[config.mk]
export PLATFORM = sky130hd
export DESIGN_NAME = mc_ctrl_unit
export DESIGN_NICKNAME = d
export VERILOG_FILES = /design/src/rtl/mc_ctrl_pkg.sv /design/src/rtl/mc_main_fsm.sv /design/src/rtl/mc_ctrl_unit.sv
export SDC_FILE = /design/constraint.sdc
export NUM_CORES = 1
export LEC_CHECK = 0
export BUFFER_PORTS_ARGS = -buffer_cell sky130_fd_sc_hd__buf_2
export CORE_AREA = 3 3 46 48
export CTS_CLUSTER_DIAMETER = 60
export DETAILED_ROUTE_END_ITERATION = 10
export DIE_AREA = 0 0 49 51
export PLACE_DENSITY_LB_ADDON = 0.08
export SYNTH_ARGS = -nofsm -noshare
export SYNTH_HDL_FRONTEND = slang
export SYNTH_SLANG_ARGS = --single-unit
[constraint.sdc]
create_clock -name clk -period 3.25 [get_ports clk]
set_input_delay 0.65 -clock clk [delete_from_list [all_inputs] [get_ports clk]]
set_output_delay 0.65 -clock clk [all_outputs]
set_load 0.01 [all_outputs]
[src/rtl/mc_ctrl_pkg.sv]
// ----------------------------------------------------------------------------
// mc_ctrl_pkg
// Purpose : Shared types and encodings for the multicycle ARM control unit:
//           FSM state enum, ALUControl codes, cmd/Op field encodings and the
//           Moore output bundle (with the FETCH values used out of reset).
// Ports   : none (package)
// ----------------------------------------------------------------------------
package mc_ctrl_pkg;

    typedef enum logic [3:0] {
        S_FETCH,
        S_DECODE,
        S_MEMADR,
        S_MEMREAD,
        S_MEMWB,
        S_MEMWRITE,
        S_EXECUTER,
        S_EXECUTEI,
        S_ALUWB,
        S_BRANCH,
        S_MULEX
    } state_t;

    // ALUControl codes (zero-extended to ALUCTRL_W at the top level)
    localparam logic [2:0] ALU_ADD = 3'b000;
    localparam logic [2:0] ALU_SUB = 3'b001;
    localparam logic [2:0] ALU_AND = 3'b010;
    localparam logic [2:0] ALU_ORR = 3'b011;
    localparam logic [2:0] ALU_EOR = 3'b100;
    localparam logic [2:0] ALU_MUL = 3'b101;

    // Data-processing cmd field, Funct[4:1]
    localparam logic [3:0] CMD_AND = 4'b0000;
    localparam logic [3:0] CMD_EOR = 4'b0001;
    localparam logic [3:0] CMD_SUB = 4'b0010;
    localparam logic [3:0] CMD_ADD = 4'b0100;
    localparam logic [3:0] CMD_TST = 4'b1000;
    localparam logic [3:0] CMD_CMP = 4'b1010;
    localparam logic [3:0] CMD_CMN = 4'b1011;
    localparam logic [3:0] CMD_ORR = 4'b1100;

    // Op field, Instr[27:26]
    localparam logic [1:0] OP_DP  = 2'b00;
    localparam logic [1:0] OP_MEM = 2'b01;
    localparam logic [1:0] OP_BR  = 2'b10;
    localparam logic [1:0] OP_UND = 2'b11;

    localparam logic [3:0] MUL_INSTR74 = 4'b1001;

    // Moore outputs of the main FSM
    typedef struct packed {
        logic       irWrite;
        logic       nextPc;
        logic       adrSrc;
        logic [1:0] resultSrc;
        logic [1:0] aluSrcA;
        logic [1:0] aluSrcB;
        logic       regW;
        logic       memW;
        logic       branch;
        logic       aluOp;
        logic       busy;
    } fsm_out_t;

    // FETCH: load IR, PC <= PC+4 computed by the ALU (PC + const 4)
    localparam fsm_out_t FETCH_OUTPUTS = '{
        irWrite:   1'b1,
        nextPc:    1'b1,
        adrSrc:    1'b0,
        resultSrc: 2'b10,
        aluSrcA:   2'b01,
        aluSrcB:   2'b10,
        regW:      1'b0,
        memW:      1'b0,
        branch:    1'b0,
        aluOp:     1'b0,
        busy:      1'b0
    };

endpackage

[src/rtl/mc_main_fsm.sv]
// ----------------------------------------------------------------------------
// mc_main_fsm
// Purpose : Main multicycle state machine: state register, MUL latency
//           counter and the Moore control outputs of each state.
// Ports   : i_clk, i_rst        clock, async active-high reset
//           i_op                Instr[27:26]
//           i_immFlag           Funct[5] (I bit), picks EXECUTEI
//           i_loadFlag          Funct[0] (L bit), LDR vs STR
//           i_isMul             MUL decoded (already gated by MUL_EN)
//           i_noWb              suppress RegW in ALUWB (CMP/TST/CMN/unlisted)
//           o_ctrl              Moore output bundle
// ----------------------------------------------------------------------------
module mc_main_fsm
    import mc_ctrl_pkg::*;
#(
    parameter int MUL_LAT = 4
) (
    input  logic       i_clk,
    input  logic       i_rst,
    input  logic [1:0] i_op,
    input  logic       i_immFlag,
    input  logic       i_loadFlag,
    input  logic       i_isMul,
    input  logic       i_noWb,
    output fsm_out_t   o_ctrl
);

    // Reload value: the counter hits zero in the last MULEX cycle
    localparam logic [3:0] LAT_RELOAD = 4'(MUL_LAT - 1);

    state_t     r_state;
    state_t     w_nextState;
    logic [3:0] r_mulCnt;
    logic [3:0] w_nextCnt;

    // State and MUL counter registers; reset restarts the instruction at FETCH
    always_ff @(posedge i_clk or posedge i_rst) begin
        if (i_rst) begin
            r_state  <= S_FETCH;
            r_mulCnt <= 4'd0;
        end else begin
            r_state  <= w_nextState;
            r_mulCnt <= w_nextCnt;
        end
    end

    // Next-state logic; the MUL counter reloads on entry to MULEX and counts down
    always_comb begin
        w_nextState = S_FETCH;
        w_nextCnt   = r_mulCnt;
        case (r_state)
            S_FETCH: w_nextState = S_DECODE;
            S_DECODE: begin
                case (i_op)
                    OP_MEM: w_nextState = S_MEMADR;
                    OP_BR:  w_nextState = S_BRANCH;
                    OP_DP: begin
                        if (i_isMul) begin
                            w_nextState = S_MULEX;
                            w_nextCnt   = LAT_RELOAD;
                        end else if (i_immFlag) begin
                            w_nextState = S_EXECUTEI;
                        end else begin
                            w_nextState = S_EXECUTER;
                        end
                    end
                    default: w_nextState = S_FETCH;
                endcase
            end
            S_MEMADR:   w_nextState = i_loadFlag ? S_MEMREAD : S_MEMWRITE;
            S_MEMREAD:  w_nextState = S_MEMWB;
            S_EXECUTER: w_nextState = S_ALUWB;
            S_EXECUTEI: w_nextState = S_ALUWB;
            S_MULEX: begin
                if (r_mulCnt == 4'd0) begin
                    w_nextState = S_ALUWB;
                end else begin
                    w_nextState = S_MULEX;
                    w_nextCnt   = r_mulCnt - 4'd1;
                end
            end
            default: w_nextState = S_FETCH;
        endcase
    end

    // Moore outputs; everything not named in a state stays zero
    always_comb begin
        o_ctrl = '0;
        case (r_state)
            S_FETCH: o_ctrl = FETCH_OUTPUTS;
            S_DECODE: begin
                o_ctrl.resultSrc = 2'b10;
                o_ctrl.aluSrcA   = 2'b01;
                o_ctrl.aluSrcB   = 2'b10;
            end
            S_MEMADR:  o_ctrl.aluSrcB = 2'b01;
            S_MEMREAD: o_ctrl.adrSrc  = 1'b1;
            S_MEMWRITE: begin
                o_ctrl.adrSrc = 1'b1;
                o_ctrl.memW   = 1'b1;
            end
            S_MEMWB: begin
                o_ctrl.resultSrc = 2'b01;
                o_ctrl.regW      = 1'b1;
            end
            S_EXECUTER: o_ctrl.aluOp = 1'b1;
            S_EXECUTEI: begin
                o_ctrl.aluSrcB = 2'b01;
                o_ctrl.aluOp   = 1'b1;
            end
            S_ALUWB: o_ctrl.regW = !i_noWb;
            S_BRANCH: begin
                o_ctrl.aluSrcA   = 2'b10;
                o_ctrl.aluSrcB   = 2'b01;
                o_ctrl.resultSrc = 2'b10;
                o_ctrl.branch    = 1'b1;
            end
            S_MULEX: begin
                o_ctrl.aluOp = 1'b1;
                o_ctrl.busy  = 1'b1;
            end
            default: o_ctrl = FETCH_OUTPUTS;
        endcase
    end

endmodule

[src/rtl/mc_ctrl_unit.sv]
// ----------------------------------------------------------------------------
// mc_ctrl_unit
// Purpose : Control unit of the multicycle ARM core: main FSM plus ALU
//           decoder, PC logic and instruction decoder.
// Ports   : clk, reset            clock, async active-high reset
//           Op, Funct, Rd, Instr74 instruction register fields
//           FlagW                 [1] NZ write, [0] CV write
//           PCS, NextPC, RegW, MemW  to condlogic
//           IRWrite, AdrSrc, ResultSrc, ALUSrcA, ALUSrcB, ImmSrc, RegSrc,
//           ALUControl            datapath mux/ALU controls
//           Busy                  high while the multiplier runs
// ----------------------------------------------------------------------------
module mc_ctrl_unit
    import mc_ctrl_pkg::*;
#(
    parameter int ALUCTRL_W = 3,
    parameter int MUL_EN    = 1,
    parameter int MUL_LAT   = 4
) (
    input  logic                 clk,
    input  logic                 reset,
    input  logic [1:0]           Op,
    input  logic [5:0]           Funct,
    input  logic [3:0]           Rd,
    input  logic [3:0]           Instr74,
    output logic [1:0]           FlagW,
    output logic                 PCS,
    output logic                 NextPC,
    output logic                 RegW,
    output logic                 MemW,
    output logic                 IRWrite,
    output logic                 AdrSrc,
    output logic [1:0]           ResultSrc,
    output logic [1:0]           ALUSrcA,
    output logic [1:0]           ALUSrcB,
    output logic [1:0]           ImmSrc,
    output logic [1:0]           RegSrc,
    output logic [ALUCTRL_W-1:0] ALUControl,
    output logic                 Busy
);

    fsm_out_t   w_ctrl;
    logic       w_isMul;
    logic       w_noWb;
    logic [2:0] w_aluSel;
    logic [2:0] w_alu3;
    logic       w_noWrite;
    logic       w_arith;
    logic       w_listed;
    logic       w_sBit;

    assign w_isMul = (MUL_EN != 0) && (Op == OP_DP) && !Funct[5] && (Instr74 == MUL_INSTR74);

    // Compare/test ops and unknown cmds must not write the register file
    assign w_noWb = !w_isMul && (w_noWrite || !w_listed);

    mc_main_fsm #(
        .MUL_LAT(MUL_LAT)
    ) u_mainFsm (
        .i_clk     (clk),
        .i_rst     (reset),
        .i_op      (Op),
        .i_immFlag (Funct[5]),
        .i_loadFlag(Funct[0]),
        .i_isMul   (w_isMul),
        .i_noWb    (w_noWb),
        .o_ctrl    (w_ctrl)
    );

    // cmd decode: ALU operation, arithmetic (CV-affecting) and no-writeback classes
    always_comb begin
        w_aluSel  = ALU_ADD;
        w_noWrite = 1'b0;
        w_arith   = 1'b0;
        w_listed  = 1'b1;
        case (Funct[4:1])
            CMD_ADD: begin w_aluSel = ALU_ADD; w_arith = 1'b1; end
            CMD_SUB: begin w_aluSel = ALU_SUB; w_arith = 1'b1; end
            CMD_AND: w_aluSel = ALU_AND;
            CMD_ORR: w_aluSel = ALU_ORR;
            CMD_EOR: w_aluSel = ALU_EOR;
            CMD_CMP: begin w_aluSel = ALU_SUB; w_arith = 1'b1; w_noWrite = 1'b1; end
            CMD_TST: begin w_aluSel = ALU_AND; w_noWrite = 1'b1; end
            CMD_CMN: begin w_aluSel = ALU_ADD; w_arith = 1'b1; w_noWrite = 1'b1; end
            default: w_listed = 1'b0;
        endcase
    end

    assign w_sBit = Funct[0] | w_noWrite;

    // ALU control and flag writes only in the cycle that produces ALUResult
    always_comb begin
        w_alu3 = ALU_ADD;
        FlagW  = 2'b00;
        if (w_ctrl.aluOp) begin
            if (w_isMul) begin
                w_alu3 = ALU_MUL;
                FlagW  = {Funct[0], 1'b0};
            end else if (w_listed) begin
                w_alu3 = w_aluSel;
                FlagW  = {w_sBit, w_sBit & w_arith};
            end
        end
    end

    assign ALUControl = ALUCTRL_W'(w_alu3);
    assign IRWrite    = w_ctrl.irWrite;
    assign NextPC     = w_ctrl.nextPc;
    assign AdrSrc     = w_ctrl.adrSrc;
    assign ResultSrc  = w_ctrl.resultSrc;
    assign ALUSrcA    = w_ctrl.aluSrcA;
    assign ALUSrcB    = w_ctrl.aluSrcB;
    assign RegW       = w_ctrl.regW;
    assign MemW       = w_ctrl.memW;
    assign Busy       = w_ctrl.busy;
    assign PCS        = w_ctrl.branch | ((Rd == 4'hF) & w_ctrl.regW);
    assign ImmSrc     = Op;
    assign RegSrc     = {Op == OP_MEM, Op == OP_BR};

endmodule

### Yosys cells after proc, flatten, opt, wreduce, memory -nomap -nowiden

Index checks and enable logic that the tools add are counted.

| word-level totals | value |
|---|---|
| register bits after elaboration | 8 |
| latch bits | 0 |
| RAM bits | 0 |
| bits in read-only memories | 0 |
| output and inout port bits | 22 |
| word-level logic and storage cells | 88 |
| memories kept | 0 |

| operators by class | value |
|---|---|
| add/subtract/negate cells | 1 |
| multipliers | 0 |
| divide/modulo/power cells | 0 |
| $lt $le $gt $ge | 0 |
| equal/unequal tests | 24 |
| shift operators | 0 |
| multiplexer cells | 30 |
| bitwise logic cells | 4 |
| reduce and logical (&&, ||, !) cells | 27 |

Operators by type and width:

| operator | number |
|---|---|
| $eq 4x4->1 const B | 9 |
| $pmux 4 s6 | 1 |
| $eq 4x3->1 const B | 5 |
| $mux 4 | 4 |
| $reduce_or 8->1 | 2 |
| $eq 4x2->1 const B | 3 |
| $logic_not 4->1 | 3 |
| $mux 3 | 4 |
| $pmux 2 s2 | 3 |
| $pmux 3 s4 | 1 |
| $pmux 4 s3 | 1 |
| $mux 2 | 5 |
| $reduce_or 10->1 | 1 |
| $mux 1 | 9 |
| $reduce_or 3->1 | 3 |
| $eq 4x1->1 const B | 2 |
| $pmux 4 s2 | 1 |
| $reduce_or 2->1 | 4 |
| $reduce_or 7->1 | 1 |
| $ne 2x2->1 const B | 3 |
| $reduce_or 6->1 | 1 |
| $logic_not 1->1 | 4 |
| $reduce_and 4->1 | 1 |
| $reduce_or 4->1 | 1 |
| other kinds (10) | 14 |

### Longest topological paths before layout

Gate-level depths: netlist of run 1.

| logic depth | value |
|---|---|
| word-level depth | 10 |
| gate-level depth with buffers | 6 |
| depth with buffers taken out | 6 |

### By module

From an unflattened synthesis of run 1, not the netlist that was laid out.

| unflattened totals | value |
|---|---|
| cells, all modules | 108 |
| area, all modules | 869.6 µm² |

Modules (own cells, without submodules):

| module | times used | cells each | area each (µm²) | seq. area each (µm²) |
|---|---|---|---|---|
| mc_main_fsm | 1 | 74 | 636.9 | 200.2 |
| mc_ctrl_unit | 1 | 34 | 232.7 | 0.0 |

### Least setup slack after synthesis of run 1

No wires, ideal clock.

| timing path | value |
|---|---|
| path kind | input-to-output |
| from | in Op[0] |
| to | out FlagW[1] |
| data arrival time | 1714 ps |
| required time | 2600 ps |
| path slack | 886 ps |
| stages | 4 |
| buffers on the path | 0 |
| cells stage by stage | or2_2 nor3_1 nor3_1 nor3_1 |

| between the ends | value |
|---|---|
| longest elaborated chain between the ends | 5 |

Ends and longest elaborated chain:

| what | RTL line | source |
|---|---|---|
| start, declared | mc_ctrl_unit.sv:22 | `input logic [1:0] Op,` |
| $logic_not 2->1 | mc_ctrl_unit.sv:52 | `assign w_isMul = (MUL_EN != 0) && (Op == OP_DP) && !Funct[5] && (Instr74 == MUL_INSTR74);` |
| $logic_and 1x1->1 (2 in series) | mc_ctrl_unit.sv:52 |  |
| $mux 2 | mc_ctrl_unit.sv:96 | `if (w_isMul) begin` |
| $mux 2 | mc_ctrl_unit.sv:95 | `if (w_ctrl.aluOp) begin` |
| end, declared | mc_ctrl_unit.sv:26 | `output logic [1:0] FlagW,` |

Every way passes these cells.

### Worst setup path after layout of run 1

Same ends and word-level chain as after synthesis.

==> results of run 1 <==
[cell families after synthesis]
family	count (synthesis)
fa+ha+maj	2
xor+xnor	3
simple gates	56
compound gates	31
flops	8
buf+inv	13
[Yosys cell counts (all sizes together), types with 2 or more instances]
master	n	area, um2
ha	2	25.0
o31ai	2	15.0
clkbuf	5	20.0
buf	4	27.5
nand2	5	18.8
xor2	2	17.5
nor4	2	27.5
or2	3	18.8
o21bai	2	15.0
dfrtp	8	200
nor3b	3	22.5
nor3	7	35.0
nand3	3	15.0
a21oi	11	55.1
nor2	12	45.0
nand2b	7	43.8
o21ai	10	50.1
inv	4	15.0
nor2b	7	43.8
[sequential cells by signal, summed over array words and instances, names as in the netlist]
name,count
u_mainFsm.r_mulCnt,4
u_mainFsm.r_state,4
[where the power goes]
group	total, uW	switching [uW]	internal (uW)
sequential	221	80.8	140
clock	77.4	35.1	42.3
combinational	362	190	171
[area by class of cell]
cell class | instances | area, um2
Clock buffer | 3 | 22.5
Fill cell | 174 | 707
Inverter | 4 | 15.0
Multi-Input combinational cell | 92 | 574
Sequential cell | 8 | 200
Tap cell | 25 | 31.3
Timing Repair Buffer | 39 | 195
[how the worst min path moves through the flow]
stage,endpoint,slack (ps),depth (start not counted)
after CTS,u_mainFsm.r_state[2],330,2
after floorplan,u_mainFsm.r_mulCnt[0],470,1
after global routing,u_mainFsm.r_state[2],350,2
after detailed placement,u_mainFsm.r_mulCnt[0],500,1
final,u_mainFsm.r_state[3],320,2
after global placement,u_mainFsm.r_mulCnt[0],500,1
[through the flow]
stage	cells	hold slack [ps]	util, %
after detailed placement	168	497	58.2
after global routing	171	347	59.5
final	171	323	59.5
after floorplan	113	466	-
after CTS	171	328	59.5
after global placement	168	497	58.2
[metal layers]
metal	GRT usage [%]	share of wire, %	wire length, um
met1	22.0	48	1030
met5	0	0	0
met4	4.27	0.37	8
met2	31.0	46	992
met3	5.83	6.1	131
==> metrics.txt, run 1 <==
status=completed; post-CTS setup buffers=0; crit-path most repeated cell=nor3_1; number of buffers created by CTS=3; Mapped Avg Cell Area=7.41 um2; Final GP Congestion=0.832; worst r2r dst=u_mainFsm.r_mulCnt[1]; post-route cell area=1040 um2; syn nets=133; first-pass GRT wire length=3600 um; commonest non-fill, non-tap cells in the layout=buf_2 (39), nor2_1 (12), a21oi_1 (11); compound-gate portion of the synthesized area=22.1%; R2R depth=4; DR pass1 iterations=4; EDFF count, synth=0; sequential-to-total area share from yosys stat=23.9%; Critical Path AT=2000 ps; Synth Warn #=0; Die Ht=51 um; final setup fails=0; f_max=378 MHz; Levels on crit path=6; Die ar.=2500 um2; slowest stage cell, crit path=nor3_1; Final Power=660 uW; crit path from=Op[0]; proportion of layout cells with a drive suffix above 1=32.9%; R2R Path Start=u_mainFsm.r_state[1]; Pleak=0.000496 uW; period utilisation layout=81.4%; Hold Path Class=primary input to asynchronous set/reset pin; Worst Path Max Fanout=5; sum of buffers and inverters on the critical path=2; critical path type=primary input to output port; crit end category=output port; drt total wl=2160 um; chip width=49 um; vias=910; Post-synth top flop=dfrtp_1; Wirelength per Cell=12.6 um; Via density=5.32; setup ws final=604 ps; setup TNS=0 ps; row cnt=15; Synth-to-Final Area Change=24.1%; R2R Setup Slk=1400 ps; root buffer cell=clkbuf_4; Unique masters post-synth=36; PostCTS Resize Cnt=0; Clock Path Buffers=2; DRT iter0 DRCs=5; CP Cell Sequence=buf_2 > or2_2 > nor3_1 > nor3_1 > nor3_1 > buf_2; Antenna Nets Post-Route=0; final-report hold violation count=0; Tot GR Track Use=18.1%; Cells after Synth=113; Post-CTS Hold Fix Bufs=0; IO Pins=40; RSZ-0062 raised after global routing=false; area fraction in and, or, nand and nor cells after synthesis=40.4%; worst slew pin tran=499 ps; min Tclk post-route=2650 ps; nets=168; antenna cells=0; Worst-path clk slew=60 ps; DRC viols=0; pins over their slew limit=0; crit path launch type=primary input; Async SR Flop Fraction=100%; largest net degree at the start of global routing=18; Detailed Place HPWL=1720 um; clock sink total=8; power density cells=635 nW/um2; core area=1750 um2; commonest non-fill, non-tap cell in the layout=buf_2; Peak supply drop=0.417 mV; CP delay by family, top=simple AND/OR/NAND/NOR gates; Max H-tree Level=1; Placed Instance Area=1020 um2; largest family of logic cells by synthesized area=simple AND/OR/NAND/NOR gates; Clock Latency Late Sink=260 ps; Post-Syn Area=837 um2; global route overflow=0; Slew HR=66.4%; Initial Util=48.0%; CP required=2600 ps; post-synthesis xor/xnor area fraction=3.14%; CTS tree=done; Worst setup endpoint=FlagW[1]; pre-CTS WS=606 ps; IO Port Bufs=39; number of global-route vias before repair=837; Worst Skew=6.42 ps; synthesized-area fraction occupied by adder cells=2.99%; max_cap viols=0; mux cell area share after synthesis=0%; synthesis-stage register bit count=8; CP max stage delay=450 ps; initial antenna violation count=0
(Power assumes the default switching activity.)
==> run 2: changes to the inputs <==
--- a/config.mk
+++ b/config.mk
@@ -6,10 +6,10 @@
 export NUM_CORES = 1
 export LEC_CHECK = 0
 export BUFFER_PORTS_ARGS = -buffer_cell sky130_fd_sc_hd__buf_2
-export CORE_AREA = 3 3 46 48
+export CORE_AREA = 3 3 56 43
 export CTS_CLUSTER_DIAMETER = 60
 export DETAILED_ROUTE_END_ITERATION = 10
-export DIE_AREA = 0 0 49 51
+export DIE_AREA = 0 0 59 46
 export PLACE_DENSITY_LB_ADDON = 0.08
 export SYNTH_ARGS = -nofsm -noshare
 export SYNTH_HDL_FRONTEND = slang
==> constraint.sdc (replaced) <==
create_clock -name clk -period 2.49 [get_ports clk]
set_input_delay 0.498 -clock clk [delete_from_list [all_inputs] [get_ports clk]]
set_output_delay 0.498 -clock clk [all_outputs]
set_load 0.01 [all_outputs]
==> run 2 against run 1 <==
Against the previous run:
- hold slack got worse by 140 ps
- setup slack lost 360 ps
- utilization shrank 2.5 points
- critical endpoint unchanged
- total power grew 35%
- via count rose by 3.0%
- cell count stayed put
- highest routed layer unchanged
- clock-buffer cell count did not move
- routed wire length up 3.8%
- sequential share of layout area shrank 0.34 points
==> metrics.txt, run 2 (synthesis results as in run 1) <==
post-route non-filler standard cell count=171 (unchanged); crit path launch type=primary input (unchanged); Peak supply drop=0.648 mV (was 0.417 mV); Post-CTS Hold Fix Bufs=0 (unchanged); Slew HR=70.0% (was 66.4%); Clock Path Buffers=2 (unchanged); antenna cells=0 (unchanged); critical path type=primary input to output port (unchanged); DRC viols=0 (unchanged); chip width=59 um (was 49 um); Antenna Nets Post-Route=0 (unchanged); largest net degree at the start of global routing=18 (unchanged); commonest non-fill, non-tap cell in the layout=buf_2 (unchanged); FF/Latch Area=200 um2 (unchanged); Detailed Place HPWL=1820 um (was 1720 um); CP delay by family, top=simple AND/OR/NAND/NOR gates (unchanged); IO Pins=40 (unchanged); final setup fails=0 (unchanged); Final GP Congestion=0.819 (was 0.832); Fill cells=192 (was 174); core area=1850 um2 (was 1750 um2); R2R Setup Slk=640 ps (was 1400 ps); number of global-route vias before repair=897 (was 837); crit-path most repeated cell=buf_2 (was nor3_1); Tot GR Track Use=18.9% (was 18.1%); CTS tree=done (unchanged); max_cap viols=0 (unchanged); crit end category=output port (unchanged); RSZ-0062 raised after global routing=false (unchanged); slowest stage cell, crit path=or3_1 (was nor3_1); number of buffers created by CTS=3 (unchanged); pre-CTS WS=251 ps (was 606 ps); proportion of layout cells with a drive suffix above 1=34.2% (was 32.9%); Placed Instance Area=1030 um2 (was 1020 um2); Synth-to-Final Area Change=26.3% (was 24.1%); Wirelength per Cell=13.1 um (was 12.6 um); Initial Util=45.1% (was 48.0%); min Tclk post-route=2240 ps; sum of buffers and inverters on the critical path=2 (unchanged); commonest non-fill, non-tap cells in the layout=buf_2 (39), nor2_1 (12), a21oi_1 (11) (unchanged); status=completed (unchanged); IO Port Bufs=39 (unchanged); Worst Path Max Fanout=5 (unchanged); vias=937 (was 910); setup TNS=0 ps (unchanged); CP required=1990 ps (was 2600 ps); f_max=446 MHz; setup ws final=249 ps (was 604 ps); largest registers=u_mainFsm.r_mulCnt (4), u_mainFsm.r_state (4) (unchanged); drt total wl=2250 um (was 2160 um); Via density=5.48 (was 5.32); Worst-path clk slew=60 ps (about the same); PostCTS Resize Cnt=0 (unchanged); Critical Path AT=1740 ps (was 2000 ps); area of the multi-input gates=574 um2 (unchanged); DRT iter0 DRCs=38 (was 5); DR pass1 iterations=4 (unchanged); Die Ht=46 um (was 51 um); root buffer cell=clkbuf_4 (unchanged); first-pass GRT wire length=3880 um (was 3600 um); final-report hold violation count=0 (unchanged); Clock Latency Late Sink=260 ps (about the same); post-CTS setup buffers=0 (unchanged); initial antenna violation count=0 (unchanged); period utilisation layout=90.0%; Worst Skew=1.64 ps (was 6.42 ps); power density cells=843 nW/um2 (was 635 nW/um2); CP max stage delay=420 ps (was 450 ps); pins over their slew limit=0 (unchanged); Finished Core Util=57.0% (was 59.5%); Hold Path Class=primary input to asynchronous set/reset pin (unchanged); Max H-tree Level=1 (unchanged); CP Cell Sequence=buf_2 > or2_2 > or3_1 > a21oi_1 > nor3_1 > buf_2 (was buf_2 > or2_2 > nor3_1 > nor3_1 > nor3_1 > buf_2); nets=171 (was 168); global route overflow=0 (unchanged); Pleak=0.000510 uW (was 0.000496 uW); Die ar.=2710 um2 (was 2500 um2); worst slew pin tran=450 ps (was 499 ps); post-route cell area=1060 um2 (was 1040 um2); clock sink total=8 (unchanged); Post-Place Cells=168 (unchanged); row cnt=13 (was 15)
## run 2: cell count changes in the layout (fill, tap and decap cells not counted)
cell	change
buf_4	+3
## run 2: layout make-up
| class | count | share of cell area [%] |
|---|---|---|
| clock buffers | 3 | 2.13 |
| inverters | 4 | 1.42 |
| multi-input cells | 92 | 54.3 |
| flip-flops and latches | 8 | 18.9 |
| well taps | 22 | 2.60 |
| repair buffers | 42 | 20.6 |
## run 2: where the power goes
part / switching, uW / internal [uW]
Combinational: 284 / 239
Sequential: 81.8 / 183
Clock: 48.2 / 55.5
Total: 414 / 477
## run 2: layer usage
metal,wire [um],vias up,track usage (%)
met2,933,45,27.5
li1,-,476,-
met5,0,-,0
met4,12,0,8.14
met1,1080,414,26.7
met3,219,2,4.25
## run 2: worst register-to-register path: cells and delay by family, from the launching register on
| family | cells | cell delay, ps |
|---|---|---|
| compound gates | 2 | 280 |
| flops | 1 | 540 |
| simple gates | 2 | 920 |
## run 2: final timing paths
path,end,cells after the start,start
min in group clk,u_mainFsm.r_mulCnt[0],1,u_mainFsm.r_mulCnt[0]
hold reg to reg,u_mainFsm.r_mulCnt[0],1,u_mainFsm.r_mulCnt[0]
hold / removal,u_mainFsm.r_mulCnt[0],2,reset
setup reg to reg,u_mainFsm.r_mulCnt[1],4,u_mainFsm.r_state[1]
max in group asynchronous,u_mainFsm.r_mulCnt[3],2,reset
setup / recovery,FlagW[1],6,Op[0]
## run 2: metrics by stage
| step | total power (uW) | hold slack [ps] |
|---|---|---|
| 6_report | 891 | 183 |
| 3_3_place_gp | 773 | 447 |
| 2_1_floorplan | 621 | 314 |
| 5_1_grt | 976 | 204 |
| 4_1_cts | 892 | 192 |
| 3_5_place_dp | 787 | 464 |
==> run 3: changes to the inputs <==
--- a/config.mk
+++ b/config.mk
@@ -7,7 +7,7 @@
 export LEC_CHECK = 0
 export BUFFER_PORTS_ARGS = -buffer_cell sky130_fd_sc_hd__buf_2
 export CORE_AREA = 3 3 56 43
-export CTS_CLUSTER_DIAMETER = 60
+export CTS_CLUSTER_DIAMETER = 30
 export DETAILED_ROUTE_END_ITERATION = 10
 export DIE_AREA = 0 0 59 46
 export PLACE_DENSITY_LB_ADDON = 0.08
==> constraint.sdc (replaced) <==
create_clock -name clk -period 2.49 [get_ports clk]
set_input_delay 0.249 -clock clk [delete_from_list [all_inputs] [get_ports clk]]
set_output_delay 0.249 -clock clk [all_outputs]
set_load 0.01 [all_outputs]
==> run 3 against run 2 <==
Against the previous run:
- clock power shrank 8%
- first-iteration DRC count grew 16%
- critical path depth is the same
- fmax grew 6.7%
- die area is the same
- critical path type is now register to output port
- critical endpoint is now ALUControl[1]
==> metrics.txt, run 3 (synthesis results as in run 1) <==
status=completed (unchanged); Worst Path Max Fanout=14 (was 5); vias=918 (was 937); clock sink total=8 (unchanged); Synth-to-Final Area Change=25.7% (was 26.3%); Worst-path clk slew=50 ps (was 60 ps); row cnt=13 (unchanged); critical path type=register to output port (was primary input to output port); pins over their slew limit=0 (unchanged); CP max stage delay=530 ps (was 420 ps); IO Port Bufs=39 (unchanged); final hold slack=318 ps (was 183 ps); Initial Util=45.1% (unchanged); commonest non-fill, non-tap cell in the layout=buf_2 (unchanged); nets=170 (was 171); min Tclk post-route=2100 ps (was 2240 ps); R2R Setup Slk=630 ps (was 640 ps); crit end category=output port (unchanged); antenna cells=0 (unchanged); CP required=2240 ps (was 1990 ps); IO Pins=40 (unchanged); post-CTS setup buffers=0 (unchanged); crit path launch type=register (was primary input); Via density=5.40 (was 5.48); CTS tree=done (unchanged); worst slew pin tran=543 ps (was 450 ps); Peak supply drop=0.642 mV (was 0.648 mV); commonest non-fill, non-tap cells in the layout=buf_2 (39), nor2_1 (12), a21oi_1 (11) (unchanged); DRT iter0 DRCs=44 (was 38); number of global-route vias before repair=792 (was 897); global route overflow=0 (unchanged); DR pass1 iterations=4 (unchanged); Detailed Place HPWL=1730 um (was 1820 um); slowest stage cell, crit path=dfrtp_1 (was or3_1); post-route cell area=1050 um2 (was 1060 um2); Slew HR=63.5% (was 70.0%); setup TNS=0 ps (unchanged); Die Ht=46 um (unchanged); Final GP Congestion=0.760 (was 0.819); number of buffers created by CTS=3 (unchanged); Tot GR Track Use=17.4% (was 18.9%); initial antenna violation count=0 (unchanged); final-report hold violation count=0 (unchanged); power density cells=829 nW/um2 (was 843 nW/um2); drt total wl=2150 um (was 2250 um); Placed Instance Area=1020 um2 (was 1030 um2); Wirelength per Cell=12.6 um (was 13.1 um); RSZ-0062 raised after global routing=false (unchanged); proportion of layout cells with a drive suffix above 1=33.1% (was 34.2%); chip width=59 um (unchanged); Antenna Nets Post-Route=0 (unchanged); max_cap viols=0 (unchanged); DRC viols=0 (unchanged); f_max=476 MHz (was 446 MHz); largest net degree at the start of global routing=18 (unchanged); Clock Path Buffers=2 (unchanged); Critical Path AT=1850 ps (was 1740 ps); Pleak=0.000504 uW (was 0.000510 uW); Post-CTS Hold Fix Bufs=1 (was 0); CP Cell Sequence=nor3b_1 > o21ai_0 > buf_4 > nand2b_1 > nor4_1 > buf_2 (was buf_2 > or2_2 > or3_1 > a21oi_1 > nor3_1 > buf_2); Max H-tree Level=1 (unchanged); largest registers=u_mainFsm.r_mulCnt (4), u_mainFsm.r_state (4) (unchanged); Hold Path Class=primary input to register (was primary input to asynchronous set/reset pin); PostCTS Resize Cnt=0 (unchanged); final setup fails=0 (unchanged); Clock Latency Late Sink=250 ps (was 260 ps); Fill cells=198 (was 192); period utilisation layout=84.4% (was 90.0%); root buffer cell=clkbuf_4 (unchanged); Worst Skew=1.00 ps (was 1.64 ps); core area=1850 um2 (unchanged); FF/Latch Area=200 um2 (unchanged); area of the multi-input gates=574 um2 (unchanged); Die ar.=2710 um2 (unchanged); first-pass GRT wire length=3560 um (was 3880 um)
run 3: cell count changes in the layout (fill, tap and decap cells not counted):
cell           before  now
buf_4               3    1
dlygate4sd3_1       0    1
run 3: final timing paths:
check                                            from                     to  cells past startpoint
max in group asynchronous                       reset   u_mainFsm.r_state[3]                      3
worst max-delay path             u_mainFsm.r_state[0]          ALUControl[1]                      6
min in group asynchronous                       reset  u_mainFsm.r_mulCnt[0]                      3
worst min-delay path                         Funct[0]   u_mainFsm.r_state[1]                      3
worst max register to register   u_mainFsm.r_state[1]  u_mainFsm.r_mulCnt[1]                      4
worst min register to register  u_mainFsm.r_mulCnt[0]  u_mainFsm.r_mulCnt[0]                      1
run 3: metrics by stage:
stage	total power, uW	utilization [%]	setup WS (ps)	instances
floorplan	621	-	698	113
global placement	761	55.0	667	166
detailed placement	775	55.0	639	166
CTS	877	56.7	365	170
global route	955	56.7	135	170
finish	873	56.7	390	170
run 3: cell type report:
class / instances / area share [%]
timing repair buffer: 41 / 20.2
clock buffer: 3 / 2.14
tap: 22 / 2.62
sequential: 8 / 19.0
inverter: 4 / 1.43
multi-input combinational: 92 / 54.6
run 3: worst max-delay path, delay by kind of cell, from the launching register on:
family	cells	cell delay, ps
flops	1	530
simple gates	3	600
buf+inv	2	360
compound gates	1	110
run 3: report_power, final:
part,switching (uW),internal [uW]
clock,40.5,54.9
combinational,254,227
sequential,114,183
total,408,464
run 3: routing by layer:
layer	global-route usage [%]	vias to the layer above	wire length (um)
met1	26.6	400	1090
met2	24.4	47	828
met5	0	-	0
met4	4.07	0	17
met3	3.68	2	218
li1	-	469	-
